===== config.mk =====
export PLATFORM = sky130hd
export DESIGN_NAME = cp0_exc_ctrl
export DESIGN_NICKNAME = d
export VERILOG_FILES = /design/src/rtl/cp0_pkg.sv /design/src/rtl/cp0_regs.sv /design/src/rtl/cp0_exc_ctrl.sv
export SDC_FILE = /design/constraint.sdc
export NUM_CORES = 1
export LEC_CHECK = 0
export ABC_CLOCK_PERIOD_IN_PS = 2100
export CAP_MARGIN = 40
export CORE_MARGIN = 8
export CORE_UTILIZATION = 38
export DETAILED_ROUTE_END_ITERATION = 8
export PLACE_DENSITY_LB_ADDON = 0.3
export SYNTH_ARGS = -nofsm -noshare
export SYNTH_HDL_FRONTEND = slang
export SYNTH_SLANG_ARGS = --single-unit

===== constraint.sdc =====
create_clock -name clk -period 2.1 [get_ports clk]
set_input_delay 0.42 -clock clk [delete_from_list [all_inputs] [get_ports clk]]
set_output_delay 0.42 -clock clk [all_outputs]
set_load 0.02 [all_outputs]

===== src/rtl/cp0_pkg.sv =====
// CP0 register addresses, field positions, exception codes and sequencer state encoding
// shared by the CP0 register file and the exception sequencer.
package cp0_pkg;

  localparam logic [4:0] CP0_STATUS = 5'd12;
  localparam logic [4:0] CP0_CAUSE  = 5'd13;
  localparam logic [4:0] CP0_EPC    = 5'd14;

  localparam int ST_IE      = 0;
  localparam int ST_EXL     = 1;
  localparam int ST_IM_LO   = 8;
  localparam int CA_IPSW_LO = 8;

  typedef enum logic [4:0] {
    EXC_INT = 5'd0,
    EXC_SYS = 5'd8,
    EXC_BP  = 5'd9,
    EXC_RI  = 5'd10,
    EXC_OV  = 5'd12
  } exc_code_e;

  typedef logic [1:0] state_t;
  localparam state_t ST_IDLE      = 2'd0;
  localparam state_t ST_FLUSH     = 2'd1;
  localparam state_t ST_REDIRECT  = 2'd2;
  localparam state_t ST_ERET_WAIT = 2'd3;

  function automatic logic mtc0_hit(input logic we, input logic [4:0] addr,
                                    input logic [2:0] sel, input logic [4:0] target);
    return we && (sel == 3'd0) && (addr == target);
  endfunction

endpackage


===== src/rtl/cp0_regs.sv =====
// Status/Cause/EPC storage. Software mtc0 writes land first, then hardware
// exception entry and eret overwrite only the fields they own.
module cp0_regs
  import cp0_pkg::*;
(
  input  logic        clk,
  input  logic        rst_n,
  input  logic [5:0]  int_req,
  input  logic        mtc0_we,
  input  logic [4:0]  mtc0_addr,
  input  logic [2:0]  mtc0_sel,
  input  logic [31:0] mtc0_wdata,
  input  logic        entry,
  input  logic [4:0]  entry_code,
  input  logic [31:0] entry_pc,
  input  logic        eret_clr,
  output logic [31:0] status,
  output logic [31:0] cause,
  output logic [31:0] epc,
  output logic [31:0] epc_next,
  output logic        epc_wr,
  output logic        int_pending
);

  logic        ie_q, ie_d, exl_q, exl_d;
  logic [7:0]  im_q, im_d;
  logic [1:0]  ipsw_q, ipsw_d;
  logic [5:0]  iphw_q;
  logic [4:0]  code_q, code_d;
  logic [31:0] epc_q, epc_d;
  logic        wr_status, wr_cause;

  assign wr_status = mtc0_hit(mtc0_we, mtc0_addr, mtc0_sel, CP0_STATUS);
  assign wr_cause  = mtc0_hit(mtc0_we, mtc0_addr, mtc0_sel, CP0_CAUSE);
  assign epc_wr    = mtc0_hit(mtc0_we, mtc0_addr, mtc0_sel, CP0_EPC);
  // An eret in the same cycle as an mtc0 to EPC must return to the new value.
  assign epc_next  = epc_wr ? mtc0_wdata : epc_q;

  always_comb begin
    ie_d   = ie_q;
    exl_d  = exl_q;
    im_d   = im_q;
    ipsw_d = ipsw_q;
    code_d = code_q;
    epc_d  = epc_next;
    if (wr_status) begin
      ie_d  = mtc0_wdata[ST_IE];
      exl_d = mtc0_wdata[ST_EXL];
      im_d  = mtc0_wdata[ST_IM_LO +: 8];
    end
    if (wr_cause) ipsw_d = mtc0_wdata[CA_IPSW_LO +: 2];
    if (entry) begin
      epc_d  = entry_pc;
      code_d = entry_code;
      exl_d  = 1'b1;
    end
    if (eret_clr) exl_d = 1'b0;
  end

  always_ff @(posedge clk or negedge rst_n) begin
    if (!rst_n) begin
      ie_q   <= 1'b0;
      exl_q  <= 1'b0;
      im_q   <= '0;
      ipsw_q <= '0;
      iphw_q <= '0;
      code_q <= '0;
      epc_q  <= '0;
    end else begin
      ie_q   <= ie_d;
      exl_q  <= exl_d;
      im_q   <= im_d;
      ipsw_q <= ipsw_d;
      iphw_q <= int_req;
      code_q <= code_d;
      epc_q  <= epc_d;
    end
  end

  assign status      = {16'h0, im_q, 6'h0, exl_q, ie_q};
  assign cause       = {16'h0, iphw_q, ipsw_q, 1'b0, code_q, 2'b00};
  assign epc         = epc_q;
  assign int_pending = ie_q && !exl_q && (({iphw_q, ipsw_q} & im_q) != 8'h0);

endmodule


===== src/rtl/cp0_exc_ctrl.sv =====
// Exception/interrupt entry and eret sequencer: flushes the pipeline, then
// redirects fetch to the exception vector or back to EPC.
module cp0_exc_ctrl
  import cp0_pkg::*;
#(
  parameter logic [31:0] EXC_VECTOR   = 32'h0000_0800,
  parameter int          FLUSH_CYCLES = 3
) (
  input  logic        clk,
  input  logic        rst_n,
  input  logic [5:0]  int_req,
  input  logic        exc_valid,
  input  logic [4:0]  exc_code,
  input  logic [31:0] mem_pc,
  input  logic        eret_req,
  input  logic [1:0]  cp0bubble,
  input  logic        mtc0_we,
  input  logic [4:0]  mtc0_addr,
  input  logic [2:0]  mtc0_sel,
  input  logic [31:0] mtc0_wdata,
  output logic        flush,
  output logic        stall,
  output logic        pc_redirect,
  output logic [31:0] pc_target,
  output logic [31:0] status,
  output logic [31:0] cause,
  output logic [31:0] epc
);

  localparam logic [2:0] CNT_INIT = 3'(FLUSH_CYCLES - 1);

  state_t      state_q, state_d;
  logic [2:0]  cnt_q, cnt_d;
  logic        flush_q, flush_d, redir_q, redir_d;
  logic [31:0] target_q, target_d;
  logic        entry, eret_clr, int_pending, epc_wr;
  logic [4:0]  entry_code;
  logic [31:0] epc_next;

  cp0_regs u_regs (
    .clk         (clk),
    .rst_n       (rst_n),
    .int_req     (int_req),
    .mtc0_we     (mtc0_we),
    .mtc0_addr   (mtc0_addr),
    .mtc0_sel    (mtc0_sel),
    .mtc0_wdata  (mtc0_wdata),
    .entry       (entry),
    .entry_code  (entry_code),
    .entry_pc    (mem_pc),
    .eret_clr    (eret_clr),
    .status      (status),
    .cause       (cause),
    .epc         (epc),
    .epc_next    (epc_next),
    .epc_wr      (epc_wr),
    .int_pending (int_pending)
  );

  always_comb begin
    state_d    = state_q;
    cnt_d      = cnt_q;
    flush_d    = 1'b0;
    redir_d    = 1'b0;
    target_d   = target_q;
    entry      = 1'b0;
    entry_code = exc_code;
    eret_clr   = 1'b0;
    case (state_q)
      ST_IDLE: begin
        if (exc_valid || int_pending) begin
          entry   = 1'b1;
          if (!exc_valid) entry_code = EXC_INT;
          cnt_d   = CNT_INIT;
          flush_d = 1'b1;
          state_d = ST_FLUSH;
        end else if (eret_req) begin
          if (cp0bubble == 2'd0) begin
            eret_clr = 1'b1;
            flush_d  = 1'b1;
            redir_d  = 1'b1;
            target_d = epc_next;
          end else begin
            state_d = ST_ERET_WAIT;
          end
        end
      end
      ST_FLUSH: begin
        flush_d = 1'b1;
        if (cnt_q == 3'd0) begin
          redir_d  = 1'b1;
          target_d = EXC_VECTOR;
          state_d  = ST_REDIRECT;
        end else begin
          cnt_d = cnt_q - 3'd1;
        end
      end
      ST_REDIRECT: state_d = ST_IDLE;
      ST_ERET_WAIT: begin
        // Wait until no EPC write is in flight, including one retiring right now.
        if (cp0bubble == 2'd0 && !epc_wr) begin
          eret_clr = 1'b1;
          flush_d  = 1'b1;
          redir_d  = 1'b1;
          target_d = epc_next;
          state_d  = ST_IDLE;
        end
      end
      default: state_d = ST_IDLE;
    endcase
  end

  assign stall = ((state_q == ST_IDLE) && eret_req && (cp0bubble != 2'd0))
               || (state_q == ST_FLUSH) || (state_q == ST_ERET_WAIT);

  always_ff @(posedge clk or negedge rst_n) begin
    if (!rst_n) begin
      state_q  <= ST_IDLE;
      cnt_q    <= '0;
      flush_q  <= 1'b0;
      redir_q  <= 1'b0;
      target_q <= '0;
    end else begin
      state_q  <= state_d;
      cnt_q    <= cnt_d;
      flush_q  <= flush_d;
      redir_q  <= redir_d;
      target_q <= target_d;
    end
  end

  assign flush       = flush_q;
  assign pc_redirect = redir_q;
  assign pc_target   = target_q;

endmodule


==> results of run 1 <==
worst max-delay path by stage:
stage	from	end	cells past startpoint
global placement	mtc0_sel[1]	u_regs.epc[18]	7
global route	state_q[1]	cnt_q[1]	9
finish	u_regs.im_q[1]	pc_target[29]	6
CTS	u_regs.im_q[1]	pc_target[31]	6
detailed placement	mtc0_sel[1]	u_regs.epc[23]	7
floorplan	mtc0_sel[1]	pc_target[11]	7
worst max-delay path: stages (launching register included):
cell and delay, ns:
dfrtp_1 0.41, a22oi_2 0.21, a41oi_2 0.17, a2111o_1 0.51
or2_4 0.35, buf_12 0.18, o31ai_2 0.18
metal layers:
| metal | share of wire | global-route usage |
|---|---|---|
| met1 | 0.38 | 0.195 |
| met2 | 0.53 | 0.323 |
| met3 | 0.070 | 0.0539 |
| met4 | 0.022 | 0.0731 |
| met5 | 0 | 0 |
cell usage in the layout, fill, tap and decap left out, drive strengths merged, types with 2 or more instances in the layout:
| cell type | n |
|---|---|
| clkdlybuf4s50 | 173 |
| nand2b | 3 |
| ha | 6 |
| dlygate4sd2 | 3 |
| nor2 | 40 |
| a31oi | 3 |
| nor4 | 2 |
| nor2b | 2 |
| mux2i | 33 |
| conb | 41 |
| buf | 50 |
| o21ai | 37 |
| a21oi | 35 |
| a22o | 5 |
| nor3 | 3 |
| a22oi | 4 |
| mux2 | 14 |
| clkinv | 2 |
| and2 | 2 |
| bufinv | 2 |
| inv | 8 |
| clkbuf | 12 |
| dfrtp | 94 |
| nand2 | 6 |
| o31ai | 32 |
sequential cells by signal (all words and copies together), names as in the netlist:
| name | count |
|---|---|
| pc_target | 32 |
| u_regs.epc | 32 |
| u_regs.im_q | 8 |
| u_regs.iphw_q | 6 |
| u_regs.code_q | 5 |
| cnt_q | 3 |
| state_q | 2 |
| u_regs.ipsw_q | 2 |
| flush | 1 |
| pc_redirect | 1 |
| u_regs.exl_q | 1 |
| u_regs.ie_q | 1 |
area by class of cell:
type                       instances  area share
clock buffer                      11      0.0320
multi-input combinational        287       0.310
sequential                        94       0.310
timing repair buffer             228       0.305
clock inverter                     5      0.0107
tap                              172      0.0284
inverter                           7     0.00347
power by group:
group	switching (mW)	internal, mW
registers	0.433	2.57
logic	3.76	3.24
clock network	0.724	1.08
logic make-up after synthesis:
logic type / share of synthesized area
other: 0.000761
AND/OR/NAND/NOR: 0.0637
flip-flops: 0.477
multiplexers: 0.0998
adder cells (fa/ha/maj): 0.0152
buffers and inverters: 0.106
AO/OA/AOI/OAI: 0.237
metrics by stage:
step           instance area [um2]  hold WS [ns]  setup TNS (ns)
6_report                      7580       0.00731         -0.0274
3_5_place_dp                  7040         0.390          -34.75
5_1_grt                       7580        0.0263           -1.86
3_3_place_gp                  7040         0.381          -29.41
2_1_floorplan                 5080         0.124        -0.00281
4_1_cts                       7550       0.00856         -0.0724
repair_timing:
action	in CTS	in global routing
pin swaps	4	1
buffers inserted	4	0
endpoints found under the setup margin	65	40
resized for setup	33	7
cloned	1	1
==> impl_metrics.toml, run 1 <==
[run_status]
outcome = "complete, but fails checks"
violations = "negative setup slack"

[flow_run]
drv_cap = 0

[logic_synthesis]
yosysSeqAreaShare = 0.477
yosys-top-cells-count = "dfrtp_1 (94), buf_4 (43), nor2_1 (40)"
syn_inst = 420
synth.distinct_cells = 50
synth.avg_cell_area_um2 = 11.7
ys_ff_latch = 94
yosys.area.top_type = "dfrtp_1"
synth_area_um2 = 4930
ys.flop_type = "dfrtp_1"
synth.area.top_cells = "dfrtp_1 (48%), o31ai_4 (9.5%), mux2i_1 (6.7%)"
synth-async-reset-ratio = 1.00
synthDominantCellAreaShare = 0.477
synth_edf_count = 0
synth_most_common_cell = "dfrtp_1"
ys_warn_count = 0

[pwr]
p_per_area_nw_per_um2 = 1560
p_leak_nw = 3.31
total_power_mw = 11.8
ir_drop_mv = 0.924

[clock_tree]
cts_max_path_buffers = 2
cts_sinks = 94
htreeDepth = 3
clk_pin_slew_ns = 0.07
root_buffer = "clkbuf_16"
clock_insertion_delay_worst_skew_ns = 0.35
tritoncts = "done"
cts_made_buffers = 9
ctsHoldBuffers = 0

[setup_path]
r2r_cells = 6
required_ns = 2.35
arrival_ns = 2.36
rr_startpoint = "u_regs.im_q[1]"
critPathLaunchType = "flop"
cp_max_fo = 9
end_kind = "flop"
r2r_slack_ns = -0.009
worst_r2r_endpoint = "pc_target[29]"
crit_type = "flop to flop"

[drt]
first_iter_violations = 209
drt-total-wl_mm = 15.1
postRouteAntennaNets = 0
drc_errors = 0
wire_per_inst_um = 18.8
vias = 3901
dr.pass1.iters = 4
vias_per_cell = 4.85

[sta]
fin_skew_ns = 0.00721
hold_viol = 0
drv_slew = 0
final.period_utilization = 1.00
fmax_mhz = 474
post-route-min-period_ns = 2.11
rsz0062_at_grt = "yes"
setup_ws_ns = -0.00946
setup_violations = 5

[grt]
grt-ovfl-total = 0
grt_pass1_wl_mm = 23.4
grt_start_max_net_pins = 43
track_usage = 0.180
antenna_found_initial = 0
first_global_vias = 4279

[worst_hold_path]
hold_class = "primary input to async pin"

[floorplan]
start_util = 0.390
fp.dieW_um = 130
design.portCount = 221
coreArea_um2 = 12600
dieArea_um2 = 16900
rows = 41
die_height_um = 130

[placed_design]
hpwl_mm = 11.4
post-place-ws_ns = -0.605
place.gp.congestion = 0.854
dp_cells = 782
numPortBuffers = 179

[final_layout]
final_core_utilization = 0.601
multi_input_area_um2 = 2350
drive_above_1_share = 0.212
layout.area.seq_um2 = 2350
antenna_cells = 0
n_fill_cell = 1050
syn2layout_area_growth_pct = 53.8
stdcell_count = 804
fin_nets = 723
No activity file was read; power rests on OpenSTA's default activity.
==> inputs of run 2 (changes only) <==
- CORE_UTILIZATION: 38 -> 55
- DONT_BUFFER_PORTS: not set -> 1
==> impl_metrics.toml, run 2 (synthesized netlist as in run 1, its figures left out) <==
[drt]
dr.max_layer_used = "met4"
vias = 3200
drc_errors = 0
wl_met2_mm = 6.21
first_iter_violations = 151
vias_per_cell = 5.76
dr.pass1.iters = 4
met1_length_mm = 4.35
drt-total-wl_mm = 12.0
postRouteAntennaNets = 0
route.met3.wl_mm = 1.25
wire_per_inst_um = 21.6

[sta]
setup_ws_ns = 0.0548
fin_skew_ns = 0.0131
drv_slew = 0
final.period_utilization = 0.974
post-route-min-period_ns = 2.05
setup_violations = 0
hold_viol = 94
hold_slack_ns = -0.251
fmax_mhz = 489
rsz0062_at_grt = "no"

[pwr]
ir_drop_mv = 0.883
p_int_mw = 4.80
p_leak_nw = 2.51
p_per_area_nw_per_um2 = 1720
p_seq_frac = 0.429
combPwrFrac = 0.450
netSwitchingFraction = 0.478
p_sw_mw = 4.38
clock_power_share = 0.121

[final_layout]
antenna_cells = 0
final_core_utilization = 0.613
fin_nets = 539
fin_area_um2 = 5350
layout_common_cells = "dfrtp_1 (94), conb_1 (41), nor2_1 (40)"
stdcell_count = 556
drive_above_1_share = 0.259
final_common_cell = "dfrtp_1"
syn2layout_area_growth_pct = 8.48
n_fill_cell = 692

[clock_tree]
cts_made_buffers = 9
htreeDepth = 3
clk_pin_slew_ns = 0.10
root_buffer = "clkbuf_8"
clock_insertion_delay_worst_skew_ns = 0.36
cts_max_path_buffers = 2
tritoncts = "done"
cts_sinks = 94

[setup_path]
required_ns = 2.34
cp_max_fo = 17
arrival_ns = 2.28
end_kind = "flop"
critPathLaunchType = "flop"
crit_type = "flop to flop"

[floorplan]
die_height_um = 111
design.portCount = 221
dieArea_um2 = 12200
coreArea_um2 = 8720
fp.dieW_um = 111
start_util = 0.565
rows = 34

[run_status]
violations = "negative hold slack"
outcome = "complete, but fails checks"

[placed_design]
hpwl_mm = 9.20
place.gp.congestion = 0.796
place_area_um2 = 5140
numPortBuffers = 0
post-place-ws_ns = -0.134
dp_cells = 539

[grt]
antenna_found_initial = 0
track_usage = 0.193
grt-ovfl-total = 0
first_global_vias = 3475
grt_pass1_wl_mm = 19.0
grt_start_max_net_pins = 95

[flow_run]
drv_cap = 0

[worst_hold_path]
hold_class = "primary input to async pin"
==> run 2: changes by cell type in the layout (fill, tap and decap cells not counted), moves of 3 or more <==
cell             before  now
buf_12                9    6
clkdlybuf4s50_1     173    0
clkbuf_8              1   10
mux2i_2               4    0
clkbuf_16            10    0
mux2i_1              23   33
dlygate4sd2_1         3    0
mux2i_4               6    0
==> run 2: metrics by stage <==
| stage | TNS, ns | power, mW |
|---|---|---|
| floorplan | -0.00281 | 7.10 |
| global placement | -0.544 | 7.93 |
| detailed placement | -2.49 | 8.11 |
| CTS | 0 | 9.28 |
| global route | 0 | 9.77 |
| finish | 0 | 9.18 |
==> run 2: layout make-up <==
class                           instances  area [um2]  area share
Tap cell                              108         135      0.0253
Inverter                                7        26.3     0.00492
Multi-Input combinational cell        287        2240       0.420
Timing Repair Buffer                   44         405      0.0758
Sequential cell                        94        2350       0.440
Clock buffer                           11         141      0.0265
Clock inverter                          5        41.3     0.00772
==> run 2: what timing repair did <==
item / 4_1_cts / 5_1_grt
endpoints found under the hold margin: 94 / 94
setup endpoints to repair: 4 / 27
resized for setup: 7 / 2
pin swaps: 0 / 2
buffers inserted: 0 / 1
==> run 2: critical path, cell delays in order (launching register included) <==
cell      delay [ns]
dfrtp_1         0.40
a22oi_2         0.23
a41oi_2         0.18
a2111o_1        0.45
buf_4           0.22
o21ai_0         0.32
o31ai_4         0.12
==> run 2: power by group through the flow <==
stage,combinational [mW],clock [mW],sequential (mW)
final,4.13,1.11,3.94
after global routing,4.50,1.23,4.05
after CTS,4.15,1.16,3.97
after detailed placement,4.12,0,3.99
after global placement,3.96,0,3.97
after floorplan,3.33,0,3.77
==> run 2: per-layer routing <==
metal / GRT usage / up-vias
met2: 0.333 / 133
li1: - / 1466
met5: 0 / -
met1: 0.200 / 1586
met4: 0.0739 / 0
met3: 0.0866 / 15
==> run 2: path summary, 6_finish.rpt <==
path	start	end	slack (ns)	depth (start not counted)
worst max-delay path	u_regs.iphw_q[4]	pc_target[7]	0.05	6
worst min-delay path	rst_n	u_regs.epc[12]	-0.25	0
worst max register to register	u_regs.iphw_q[4]	pc_target[7]	0.05	6
worst min register to register	cnt_q[0]	cnt_q[0]	0.56	1
max in group asynchronous	rst_n	u_regs.epc[28]	2.21	0
min in group clk	int_req[5]	u_regs.iphw_q[5]	0.07	0
